<file path="src/rtl/multicycle_control_fsm_if.sv">
// Control bundle between the multi-cycle MIPS sequencer and its datapath.
// The master side is the controller; the slave side is the datapath/memory.
interface multicycle_control_fsm_if #(
    parameter int RETIRE_W = 32
);
    logic [5:0]          opcode;
    logic                mem_ready;
    logic                PCWrite;
    logic                PCWriteCond;
    logic                IorD;
    logic                MemRead;
    logic                MemWrite;
    logic                IRWrite;
    logic                MemtoReg;
    logic                RegDst;
    logic                RegWrite;
    logic                ALUSrcA;
    logic [1:0]          ALUSrcB;
    logic [1:0]          ALUOp;
    logic [1:0]          PCSource;
    logic [3:0]          state;
    logic                instr_done;
    logic                illegal_op;
    logic [RETIRE_W-1:0] retire_count;

    modport master (
        input  opcode, mem_ready,
        output PCWrite, PCWriteCond, IorD, MemRead, MemWrite, IRWrite,
               MemtoReg, RegDst, RegWrite, ALUSrcA, ALUSrcB, ALUOp, PCSource,
               state, instr_done, illegal_op, retire_count
    );

    modport slave (
        output opcode, mem_ready,
        input  PCWrite, PCWriteCond, IorD, MemRead, MemWrite, IRWrite,
               MemtoReg, RegDst, RegWrite, ALUSrcA, ALUSrcB, ALUOp, PCSource,
               state, instr_done, illegal_op, retire_count
    );
endinterface

</file>
<file path="src/rtl/multicycle_control_fsm.sv">
// Moore sequencing controller for the multi-cycle MIPS core with a shared
// instruction/data memory, memory-ready stalls and a retired-instruction counter.
module multicycle_control_fsm #(
    parameter bit USE_MEM_READY = 1'b1,
    parameter int RETIRE_W      = 32
) (
    input  logic                    clk,
    input  logic                    rst,
    multicycle_control_fsm_if.master bus
);

    typedef enum logic [3:0] {
        FETCH  = 4'd0,
        DECODE = 4'd1,
        MEMADR = 4'd2,
        MEMRD  = 4'd3,
        MEMWB  = 4'd4,
        MEMWR  = 4'd5,
        EXEC   = 4'd6,
        ALUWB  = 4'd7,
        BRANCH = 4'd8,
        ADDIEX = 4'd9,
        ADDIWB = 4'd10,
        JUMP   = 4'd11
    } state_t;

    localparam logic [5:0] OP_RTYPE = 6'b000000;
    localparam logic [5:0] OP_J     = 6'b000010;
    localparam logic [5:0] OP_BEQ   = 6'b000100;
    localparam logic [5:0] OP_ADDI  = 6'b001000;
    localparam logic [5:0] OP_LW    = 6'b100011;
    localparam logic [5:0] OP_SW    = 6'b101011;

    state_t              state_q;
    logic [RETIRE_W-1:0] retire_q;
    logic                rdy;
    logic                instr_done_c;
    logic                illegal_c;

    function automatic logic op_is_legal(input logic [5:0] op);
        case (op)
            OP_RTYPE, OP_J, OP_BEQ, OP_ADDI, OP_LW, OP_SW: op_is_legal = 1'b1;
            default:                                      op_is_legal = 1'b0;
        endcase
    endfunction

    assign rdy = USE_MEM_READY ? bus.mem_ready : 1'b1;

    // A store retires on its final (ready) MEMWR cycle; every other class retires
    // in its single terminal state.
    always_comb begin
        instr_done_c = 1'b0;
        illegal_c    = 1'b0;
        if (rst) begin
            case (state_q)
                MEMWB, ALUWB, ADDIWB, BRANCH, JUMP: instr_done_c = 1'b1;
                MEMWR:                              instr_done_c = rdy;
                DECODE:                             illegal_c    = !op_is_legal(bus.opcode);
                default:                            instr_done_c = 1'b0;
            endcase
        end
    end

    always_ff @(posedge clk or negedge rst) begin
        if (!rst) begin
            state_q  <= FETCH;
            retire_q <= '0;
        end else begin
            if (instr_done_c) begin
                retire_q <= retire_q + RETIRE_W'(1);
            end
            case (state_q)
                FETCH: begin
                    if (rdy) state_q <= DECODE;
                end
                DECODE: begin
                    case (bus.opcode)
                        OP_LW, OP_SW: state_q <= MEMADR;
                        OP_RTYPE:     state_q <= EXEC;
                        OP_BEQ:       state_q <= BRANCH;
                        OP_ADDI:      state_q <= ADDIEX;
                        OP_J:         state_q <= JUMP;
                        default:      state_q <= FETCH;
                    endcase
                end
                MEMADR: state_q <= (bus.opcode == OP_SW) ? MEMWR : MEMRD;
                MEMRD: begin
                    if (rdy) state_q <= MEMWB;
                end
                MEMWR: begin
                    if (rdy) state_q <= FETCH;
                end
                EXEC:    state_q <= ALUWB;
                ADDIEX:  state_q <= ADDIWB;
                default: state_q <= FETCH;
            endcase
        end
    end

    // Controls decode straight from the state so an asserted reset kills any
    // in-flight memory request without waiting for a clock edge.
    always_comb begin
        bus.PCWrite     = 1'b0;
        bus.PCWriteCond = 1'b0;
        bus.IorD        = 1'b0;
        bus.MemRead     = 1'b0;
        bus.MemWrite    = 1'b0;
        bus.IRWrite     = 1'b0;
        bus.MemtoReg    = 1'b0;
        bus.RegDst      = 1'b0;
        bus.RegWrite    = 1'b0;
        bus.ALUSrcA     = 1'b0;
        bus.ALUSrcB     = 2'b00;
        bus.ALUOp       = 2'b00;
        bus.PCSource    = 2'b00;
        if (rst) begin
            case (state_q)
                FETCH: begin
                    bus.MemRead = 1'b1;
                    bus.ALUSrcB = 2'b01;
                    bus.IRWrite = rdy;
                    bus.PCWrite = rdy;
                end
                DECODE: begin
                    bus.ALUSrcB = 2'b11;
                end
                MEMADR, ADDIEX: begin
                    bus.ALUSrcA = 1'b1;
                    bus.ALUSrcB = 2'b10;
                end
                MEMRD: begin
                    bus.MemRead = 1'b1;
                    bus.IorD    = 1'b1;
                end
                MEMWR: begin
                    bus.MemWrite = 1'b1;
                    bus.IorD     = 1'b1;
                end
                MEMWB: begin
                    bus.RegWrite = 1'b1;
                    bus.MemtoReg = 1'b1;
                end
                EXEC: begin
                    bus.ALUSrcA = 1'b1;
                    bus.ALUOp   = 2'b10;
                end
                ALUWB: begin
                    bus.RegWrite = 1'b1;
                    bus.RegDst   = 1'b1;
                end
                BRANCH: begin
                    bus.ALUSrcA     = 1'b1;
                    bus.ALUOp       = 2'b01;
                    bus.PCWriteCond = 1'b1;
                    bus.PCSource    = 2'b01;
                end
                ADDIWB: begin
                    bus.RegWrite = 1'b1;
                end
                JUMP: begin
                    bus.PCWrite  = 1'b1;
                    bus.PCSource = 2'b10;
                end
                default: begin
                    bus.PCWrite = 1'b0;
                end
            endcase
        end
    end

    assign bus.state        = state_q;
    assign bus.instr_done   = instr_done_c;
    assign bus.illegal_op   = illegal_c;
    assign bus.retire_count = retire_q;

endmodule

</file>
<file path="src/flat_wrapper.sv">
// flat-port wrapper written by rule: the top's interface ports become plain ports
module multicycle_control_fsm_flat 
#(
    parameter bit USE_MEM_READY = 1'b1,
    parameter int RETIRE_W      = 32
)
  (clk, rst, bus_opcode, bus_mem_ready, bus_PCWrite, bus_PCWriteCond, bus_IorD, bus_MemRead, bus_MemWrite, bus_IRWrite, bus_MemtoReg, bus_RegDst, bus_RegWrite, bus_ALUSrcA, bus_ALUSrcB, bus_ALUOp, bus_PCSource, bus_state, bus_instr_done, bus_illegal_op, bus_retire_count);
  multicycle_control_fsm_if #(.RETIRE_W(RETIRE_W)) bus_i ();
  input  logic clk;
  input  logic rst;
  input wire logic [$bits(bus_i.opcode)-1:0] bus_opcode;
  input wire logic [$bits(bus_i.mem_ready)-1:0] bus_mem_ready;
  output wire logic [$bits(bus_i.PCWrite)-1:0] bus_PCWrite;
  output wire logic [$bits(bus_i.PCWriteCond)-1:0] bus_PCWriteCond;
  output wire logic [$bits(bus_i.IorD)-1:0] bus_IorD;
  output wire logic [$bits(bus_i.MemRead)-1:0] bus_MemRead;
  output wire logic [$bits(bus_i.MemWrite)-1:0] bus_MemWrite;
  output wire logic [$bits(bus_i.IRWrite)-1:0] bus_IRWrite;
  output wire logic [$bits(bus_i.MemtoReg)-1:0] bus_MemtoReg;
  output wire logic [$bits(bus_i.RegDst)-1:0] bus_RegDst;
  output wire logic [$bits(bus_i.RegWrite)-1:0] bus_RegWrite;
  output wire logic [$bits(bus_i.ALUSrcA)-1:0] bus_ALUSrcA;
  output wire logic [$bits(bus_i.ALUSrcB)-1:0] bus_ALUSrcB;
  output wire logic [$bits(bus_i.ALUOp)-1:0] bus_ALUOp;
  output wire logic [$bits(bus_i.PCSource)-1:0] bus_PCSource;
  output wire logic [$bits(bus_i.state)-1:0] bus_state;
  output wire logic [$bits(bus_i.instr_done)-1:0] bus_instr_done;
  output wire logic [$bits(bus_i.illegal_op)-1:0] bus_illegal_op;
  output wire logic [$bits(bus_i.retire_count)-1:0] bus_retire_count;
  assign bus_i.opcode = bus_opcode;
  assign bus_i.mem_ready = bus_mem_ready;
  assign bus_PCWrite = bus_i.PCWrite;
  assign bus_PCWriteCond = bus_i.PCWriteCond;
  assign bus_IorD = bus_i.IorD;
  assign bus_MemRead = bus_i.MemRead;
  assign bus_MemWrite = bus_i.MemWrite;
  assign bus_IRWrite = bus_i.IRWrite;
  assign bus_MemtoReg = bus_i.MemtoReg;
  assign bus_RegDst = bus_i.RegDst;
  assign bus_RegWrite = bus_i.RegWrite;
  assign bus_ALUSrcA = bus_i.ALUSrcA;
  assign bus_ALUSrcB = bus_i.ALUSrcB;
  assign bus_ALUOp = bus_i.ALUOp;
  assign bus_PCSource = bus_i.PCSource;
  assign bus_state = bus_i.state;
  assign bus_instr_done = bus_i.instr_done;
  assign bus_illegal_op = bus_i.illegal_op;
  assign bus_retire_count = bus_i.retire_count;
  multicycle_control_fsm #(.USE_MEM_READY(USE_MEM_READY), .RETIRE_W(RETIRE_W)) u_core (.clk(clk), .rst(rst), .bus(bus_i));
endmodule
</file>
<file path="config.mk">
export PLATFORM = sky130hd
export DESIGN_NAME = multicycle_control_fsm_flat
export DESIGN_NICKNAME = d
export VERILOG_FILES = /design/src/rtl/multicycle_control_fsm_if.sv /design/src/rtl/multicycle_control_fsm.sv /design/src/flat_wrapper.sv
export SDC_FILE = /design/constraint.sdc
export NUM_CORES = 1
export LEC_CHECK = 0
export BUFFER_PORTS_ARGS = -buffer_cell sky130_fd_sc_hd__buf_2
export CAP_MARGIN = 40
export CORE_ASPECT_RATIO = 0.8
export CORE_MARGIN = 8
export CORE_UTILIZATION = 48
export CTS_BUF_LIST = sky130_fd_sc_hd__clkbuf_4
export CTS_CLUSTER_SIZE = 10
export DETAILED_ROUTE_END_ITERATION = 7
export GPL_TIMING_DRIVEN = 1
export PLACE_DENSITY = 0.79
export SLEW_MARGIN = 25
export SYNTH_ARGS = -nofsm -noshare
export SYNTH_HDL_FRONTEND = slang
export SYNTH_SLANG_ARGS = --single-unit
</file>
<file path="constraint.sdc">
create_clock -name clk -period 1.6 [get_ports clk]
set_input_delay 0.32 -clock clk [delete_from_list [all_inputs] [get_ports clk]]
set_output_delay 0.32 -clock clk [all_outputs]
set_load 0.005 [all_outputs]
</file>
==> results of run 1 <==
-- worst max-delay path by stage --
stage                            endpoint  cells past startpoint
3_3_place_gp               bus_illegal_op                      6
3_5_place_dp               bus_illegal_op                      6
6_report                     bus_RegWrite                      7
2_1_floorplan  u_core.bus.retire_count[1]                      5
5_1_grt                      bus_RegWrite                      7
4_1_cts                    bus_illegal_op                      5
-- state kept, by name, summed over array words and instances, names as in the netlist --
register,flops
u_core.bus.retire_count,32
u_core.bus.state,4
-- final cells by class --
class / instances / area (um^2) / area share (%)
multi-input cells: 169 / 1450 / 41.2
well taps: 57 / 71.3 / 2.03
clock inverters: 1 / 3.75 / 0.107
flip-flops and latches: 36 / 905 / 25.7
repair buffers: 136 / 1000 / 28.4
clock buffers: 7 / 52.6 / 1.50
inverters: 9 / 36.3 / 1.03
-- report_power, final --
group          internal (mW)  switching [mW]
combinational          0.885           0.900
sequential             0.984           0.107
clock                  0.203           0.314
-- critical path: stages (launching register included) --
cell	delay [ps]
dfrtp_1	440
buf_6	160
nor2b_4	180
nand2_1	70
o21ai_1	80
a22oi_1	100
nor2b_1	200
buf_2	150
-- logic make-up after synthesis --
family | count (synthesis)
buf+inv | 15
compound gates | 19
simple gates | 114
flops | 36
fa+ha+maj | 1
mux | 1
xor+xnor | 34
-- through the flow --
step | total power, mW | hold WS, ps | setup TNS (ps) | util [%]
after detailed placement | 2.02 | 448 | -626 | 65.4
after floorplan | 1.54 | 24.4 | 0 | -
after CTS | 2.82 | 111 | -3170 | 73.8
after global routing | 3.49 | 203 | -10940 | 85.7
final | 3.39 | 195 | -9140 | 85.7
after global placement | 2.00 | 447 | -260 | 65.4
-- layout by cell type, fill, tap and decap left out, types with 3 or more instances in the layout --
cell,n
nor3_4,5
nand4_1,6
nor4_4,5
nor2_2,9
nor2b_4,3
nand2_1,16
dfrtp_1,33
buf_4,55
buf_2,61
clkbuf_4,7
nor3_2,12
o21ai_0,6
inv_1,8
nor2_1,14
nand2_2,3
xor2_1,24
nand3_2,3
or3_1,3
nand2_4,3
xnor2_1,9
dfrtp_2,3
nor2_4,7
buf_6,15
nand3_1,8
-- timing repair --
action | in CTS | in global routing
hold endpoints to repair | 0 | 0
setup buffers | 14 | 18
setup endpoints to repair | 36 | 46
resized for setup | 35 | 71
hold buffers | 0 | 0
cloned | 1 | 1
pin swaps | 9 | 29
-- routing by layer --
layer / wire (um) / share of wire [%] / global-route usage, % / up-vias
li1: - / - / - / 1038
met1: 3400 / 39 / 23.2 / 1180
met2: 4220 / 49 / 33.1 / 173
met3: 642 / 7.4 / 4.13 / 49
met4: 413 / 4.8 / 7.85 / 0
met5: 0 / 0 / 0 / -
==> results.ini, run 1 <==
[detailed_routing]
drt-total-wl_um=8670
viasPerCell=5.88
routedWlPerCell_um=20.9
first_pass_iters=5
vias=2440
ant_nets=0
drc=0
drtIter0Drc=230

[worst_hold_path]
min_path_type=in2async

[timing]
rsz0062_at_grt=yes
min_period_ps=2070
fin_ws_ps=-468
worst_pin_slew_ps=399
fin_crit_sh_pct=129
final_max_slew_viol_count=0
setup_violations=50
final_hold_viol_count=0
max_freq_mhz=484
max_slew_margin_pct=73.2
skew_ps=24.4

[outcome]
status=finished with violations
violations=setup timing

[yosys]
synth.area.top_cells=dfrtp_1, xor2_1, nor2_1
synthArstFlopShare_pct=100
yosysMostFrequentCell=dfrtp_1
synth_xor_area_share_pct=14.8
yosys.area_share.adder_pct=0.622
synth_cell_type_count=37
synth_common_cells=dfrtp_1, nor2_1, xor2_1
synth_compound_area_share_pct=6.41
syn_nets=230
yosys_register_bits=36
synthSimpleGateAreaFrac_pct=29.8
ys.flop_type=dfrtp_1
seq_area_frac_synth_pct=44.8
synthMuxAreaShare_pct=0.560
netlist.area_leader.share_pct=44.8
syn_inst=220
yosys_warnings=0
synth_top_area_cell=dfrtp_1
avgSynthCellArea_um2=9.14
synth-edff-count=0
synth_top_family_by_area=simple AND/OR/NAND/NOR gates
syn_area_um2=2010

[setup_path]
reg2reg_depth=8
startpoint=u_core.bus.state[2]
cp.arrival_ps=1750
cp-end-kind=primary output
crit_fanout=5
path_class=reg2out
rr_startpoint=u_core.bus.state[2]
r2r_slack_ps=-290
r2r_end=u_core.bus.retire_count[19]
startpoint_type=flip-flop
cp_data_required_time_ps=1280

[grt]
grt_pass1_vias=2081
grt_pass1_wl_um=9870
grt_max_degree=26
grt_usage_pct=19.4
grt_remaining_overflow=0
grt_antenna_before_repair=0

[floorplan]
die_h_um=73.9
core_area_um2=4100
initial_core_util_pct=49.1
die_w_um=88.4
dieArea_um2=6530
io_pins=63
rows=21

[cells_and_area]
nFillCells=202
final_cell_area_um2=3510
areaGrowthSynthToFinish_pct=74.8
diodes=0
nets=367
stdcell_count=415
drive_gt1_share_pct=59.2

[clock_tree]
cts_tree=yes
clock_path_buffers=2
h-tree-depth=2
cts_sinks=36
clk_pin_slew_worst_paths_ps=130
numCtsBuffers=5
root_buffer=clkbuf_4
insertion_delay_ps=350

[place]
placed_cell_area_um2=2680
place_inst=373
portBuffers=62
pre_cts_ws_ps=-235
gp_congestion=0.852
hpwlAfterDp_um=4140

[flow_run]
max_cap_viol_count=0

[pwr]
powerDensity_nw_per_um2=966
vdd.ir_drop.worst_mv=0.686
p_leak_nw=1.85

Power figures use the tool's default switching activity.
==> inputs of run 2 (changes only) <==
==> constraint.sdc (replaced) <==
create_clock -name clk -period 1.6 [get_ports clk]
set_input_delay 0.16 -clock clk [delete_from_list [all_inputs] [get_ports clk]]
set_output_delay 0.16 -clock clk [all_outputs]
set_load 0.005 [all_outputs]
==> run 2 against run 1 <==
Compared with the run above: final cell count decreased by 5.1%; combinational power shrank 18%; non-clock buffer count is 22 lower; largest power group unchanged; die area did not move; the run still ends with setup timing left; global-route usage decreased by 0.49 points; utilization fell by 6.6 points; clock power about the same; first-iteration DRC count fell by 35%; via count shrank 8.4%; clock skew decreased by 6.3 ps.
==> results.ini, run 2 (synthesis gave the netlist of run 1 again) <==
[cells_and_area]
final-seq-area_um2=903
mostFrequentLayoutCell=buf_2
multi_input_area_um2=1410
finish.utilization_pct=79.1
drive_gt1_share_pct=52.8
diodes=0
areaGrowthSynthToFinish_pct=61.3
layout_common_cells=buf_2, buf_4, dfrtp_1
nets=346
largest_register_ffs=32
nFillCells=228

[place]
gp_congestion=0.844
pre_cts_ws_ps=-127
portBuffers=62
hpwlAfterDp_um=3980

[timing]
setup_violations=34
max_freq_mhz=543
final_max_slew_viol_count=0
skew_ps=18.1
fin_ws_ps=-242
worst_pin_slew_ps=672
final_hold_viol_count=0
rsz0062_at_grt=yes
min_period_ps=1840
fin_crit_sh_pct=115
max_slew_margin_pct=54.8

[detailed_routing]
viasPerCell=5.67
drc=0
drt-total-wl_um=7430
routedWlPerCell_um=18.9
ant_nets=0
dr.max_layer_used=met4
drtIter0Drc=149
met1_length_um=2940
vias=2234
first_pass_iters=4
wl_met3_um=505
route.met2.wl_um=3730

[setup_path]
rr_startpoint=u_core.bus.state[2]
startpoint=u_core.bus.state[2]
startpoint_type=flip-flop
path_class=reg2out
crit_fanout=5
cp-end-kind=primary output
cp.arrival_ps=1680
cp_data_required_time_ps=1440

[clock_tree]
root_buffer=clkbuf_4
cts_sinks=36
insertion_delay_ps=370
clk_pin_slew_worst_paths_ps=110
h-tree-depth=2
clock_path_buffers=2
cts_tree=yes
numCtsBuffers=5

[outcome]
violations=setup timing
status=finished with violations

[grt]
grt_antenna_before_repair=0
grt_remaining_overflow=0
grt_usage_pct=19.0
grt_pass1_vias=1945
grt_max_degree=31
grt_pass1_wl_um=9540

[flow_run]
max_cap_viol_count=0

[pwr]
vdd.ir_drop.worst_mv=0.696
p_leak_nw=1.67
powerDensity_nw_per_um2=950

[floorplan]
rows=21
core_area_um2=4100
initial_core_util_pct=49.1
die_h_um=73.9
die_w_um=88.4
dieArea_um2=6530
io_pins=63

[worst_hold_path]
min_from=bus_mem_ready
min_path_type=in2reg

-- run 2: power breakdown --
part	switching, mW	total [mW]	internal [mW]	leakage [nW]
Combinational	0.760	1.46	0.701	1.18
Clock	0.351	0.519	0.169	0.0349
Sequential	0.118	1.10	0.985	0.457
Total	1.23	3.08	1.85	1.67
-- run 2: path summary, 6_finish.rpt --
path | slack (ps) | cells past startpoint | endpoint
min in group asynchronous | 430 | 3 | u_core.bus.state[1]
min reg2reg | 480 | 1 | u_core.bus.retire_count[31]
min | 170 | 3 | u_core.bus.state[0]
max reg2reg | -220 | 7 | u_core.bus.retire_count[19]
max | -240 | 7 | bus_RegWrite
max in group asynchronous | 790 | 4 | u_core.bus.retire_count[12]
-- run 2: per-stage QoR --
step | cells | total power, mW | setup TNS (ps) | area (um^2) | hold WS (ps)
finish | 394 | 3.08 | -2840 | 3240 | 168
global route | 394 | 3.21 | -5080 | 3240 | 187
CTS | 382 | 2.74 | -1090 | 2880 | 164
detailed placement | 359 | 1.95 | -383 | 2560 | 343
global placement | 359 | 1.92 | 0 | 2560 | 349
floorplan | 220 | 1.54 | 0 | 2010 | -136
-- run 2: final cells by class --
| cell class | count | area share, % |
|---|---|---|
| inverter | 9 | 1.12 |
| tap | 57 | 2.20 |
| sequential | 36 | 27.9 |
| clock inverter | 3 | 0.579 |
| timing repair buffer | 114 | 23.8 |
| multi-input combinational | 170 | 43.3 |
| clock buffer | 5 | 1.16 |
-- run 2: timing repair --
item                       CTS  global route
buffers inserted            13             9
setup endpoints to repair   28            46
gates resized for setup     28            55
gates cloned                 0             3
hold endpoints to repair    30             0
pin swaps                    7            26
hold buffers                 2             0
-- run 2: metal layers --
layer	GRT usage, %	vias to the layer above
met5	0	-
met4	8.97	0
met3	4.13	23
met2	29.9	123
met1	24.0	1091
li1	-	997
-- run 2: critical path, stage by stage, from the launching register on --
cell	delay, ps
dfrtp_2	420
buf_6	150
nor2b_4	170
nand2_1	70
o21ai_1	80
a22oi_1	90
nor2b_1	180
buf_2	150
==> inputs of run 3 (changes only) <==
--- a/config.mk
+++ b/config.mk
@@ -15,6 +15,7 @@
 export DETAILED_ROUTE_END_ITERATION = 7
 export GPL_TIMING_DRIVEN = 1
 export PLACE_DENSITY = 0.79
+export SKIP_LAST_GASP = 1
 export SLEW_MARGIN = 25
 export SYNTH_ARGS = -nofsm -noshare
 export SYNTH_HDL_FRONTEND = slang
==> run 3 against run 2 <==
Compared with the run above: the flow still finishes with violations (setup timing); register-to-register slack better by 60 ps; clock skew down 4.5 ps; via count grew 7.5%; first-iteration DRC count grew 4.0%; wire length rose by 15%; largest cell class unchanged.
==> results.ini, run 3 (synthesis gave the netlist of run 1 again) <==
[outcome]
status=finished with violations
violations=setup timing

[detailed_routing]
first_pass_iters=5
drc=0
viasPerCell=5.92
routedWlPerCell_um=21.0
drtIter0Drc=155
vias=2402
ant_nets=0
drt-total-wl_um=8520

[cells_and_area]
largest_register_ffs=32
diodes=0
areaGrowthSynthToFinish_pct=73.9
nFillCells=192
nets=358
mostFrequentLayoutCell=buf_2
drive_gt1_share_pct=57.9
layout_common_cells=buf_2, buf_4, dfrtp_1

[grt]
grt_antenna_before_repair=0
grt_usage_pct=18.4
grt_pass1_wl_um=9320
grt_max_degree=31
grt_remaining_overflow=0
grt_pass1_vias=1943

[place]
hpwlAfterDp_um=3980
gp_congestion=0.844
portBuffers=62

[timing]
setup_violations=45
skew_ps=13.6
hold_slack_ps=188
final_hold_viol_count=0
fin_crit_sh_pct=113
finalSetupTns_ps=-4100
min_period_ps=1800
fin_ws_ps=-200
max_slew_margin_pct=53.7
worst_pin_slew_ps=689
rsz0062_at_grt=yes
final_max_slew_viol_count=0
max_freq_mhz=556

[floorplan]
dieArea_um2=6530
die_h_um=73.9
io_pins=63
die_w_um=88.4
core_area_um2=4100
initial_core_util_pct=49.1
rows=21

[setup_path]
path_class=reg2out
startpoint_type=flip-flop
cp.arrival_ps=1640
path_delay_family=flip-flops
slowest_stage=dfrtp_2
cp_data_required_time_ps=1440
cp-end-kind=primary output
critical_path.cell_chain=buf_6 > nor2b_4 > nand2_1 > o21ai_2 > a22oi_1 > nor2b_1 > buf_2
max_stage_delay_ps=460
cp_num_buf_inv=2
r2r_slack_ps=-160
crit_fanout=5

[clock_tree]
h-tree-depth=2
insertion_delay_ps=370
clk_pin_slew_worst_paths_ps=110
cts_sinks=36
clock_path_buffers=2
root_buffer=clkbuf_4
numCtsBuffers=5
cts_tree=yes

[pwr]
vdd.ir_drop.worst_mv=0.754
total_power_mw=3.39
powerDensity_nw_per_um2=970
p_leak_nw=1.79

[flow_run]
max_cap_viol_count=0

[worst_hold_path]
min_path_type=in2reg

run 3: what timing repair did:
action,4_1_cts,5_1_grt
buffers inserted,13,21
hold endpoints to repair,30,0
setup endpoints to repair,28,46
gates resized for setup,23,86
gates cloned,0,4
pin swaps,7,35
hold buffers,2,0
run 3: per-layer routing:
metal | part of all wire [%] | up-vias | global-route usage, %
met5 | 0 | - | 0
met2 | 48 | 135 | 28.8
met4 | 5.4 | 0 | 8.04
met3 | 6.1 | 42 | 4.25
li1 | - | 1025 | -
met1 | 41 | 1200 | 23.4
run 3: tightest hold or removal path: cells and delay by family:
family | cells | cell delay (ps)
buffers and inverters | 1 | 120
AND/OR/NAND/NOR | 3 | 240
run 3: final timing paths:
kind	from	end	cells after the start
hold / removal	bus_opcode[5]	u_core.bus.state[3]	4
setup / recovery	u_core.bus.state[2]	bus_RegWrite	7
hold reg to reg	u_core.bus.retire_count[31]	u_core.bus.retire_count[31]	1
setup reg to reg	u_core.bus.state[0]	u_core.bus.retire_count[19]	6
min in group asynchronous	rst	u_core.bus.state[1]	3
max in group asynchronous	rst	u_core.bus.retire_count[13]	4
run 3: power breakdown:
group          total, mW  switching (mW)  internal [mW]  leakage [nW]
registers           1.12           0.135          0.986         0.454
logic               1.75           0.890          0.858          1.30
clock network      0.521           0.352          0.169        0.0349
total               3.39            1.38           2.01          1.79
run 3: stage by stage:
step	area [um^2]	util, %	std cells	setup WS (ps)
after detailed placement	2560	62.5	359	-127
after CTS	2850	69.5	382	-113
after global routing	3500	85.3	406	-268
after floorplan	2010	-	220	12.1
after global placement	2560	62.5	359	20.8
final	3500	85.3	406	-200
run 3: cell type report:
| class | instances | area (um^2) | share of cell area (%) |
|---|---|---|---|
| well taps | 57 | 71.3 | 2.04 |
| repair buffers | 126 | 933 | 26.7 |
| multi-input cells | 170 | 1490 | 42.7 |
| clock inverters | 3 | 18.8 | 0.537 |
| clock buffers | 5 | 37.5 | 1.07 |
| flip-flops and latches | 36 | 906 | 25.9 |
| inverters | 9 | 36.3 | 1.04 |
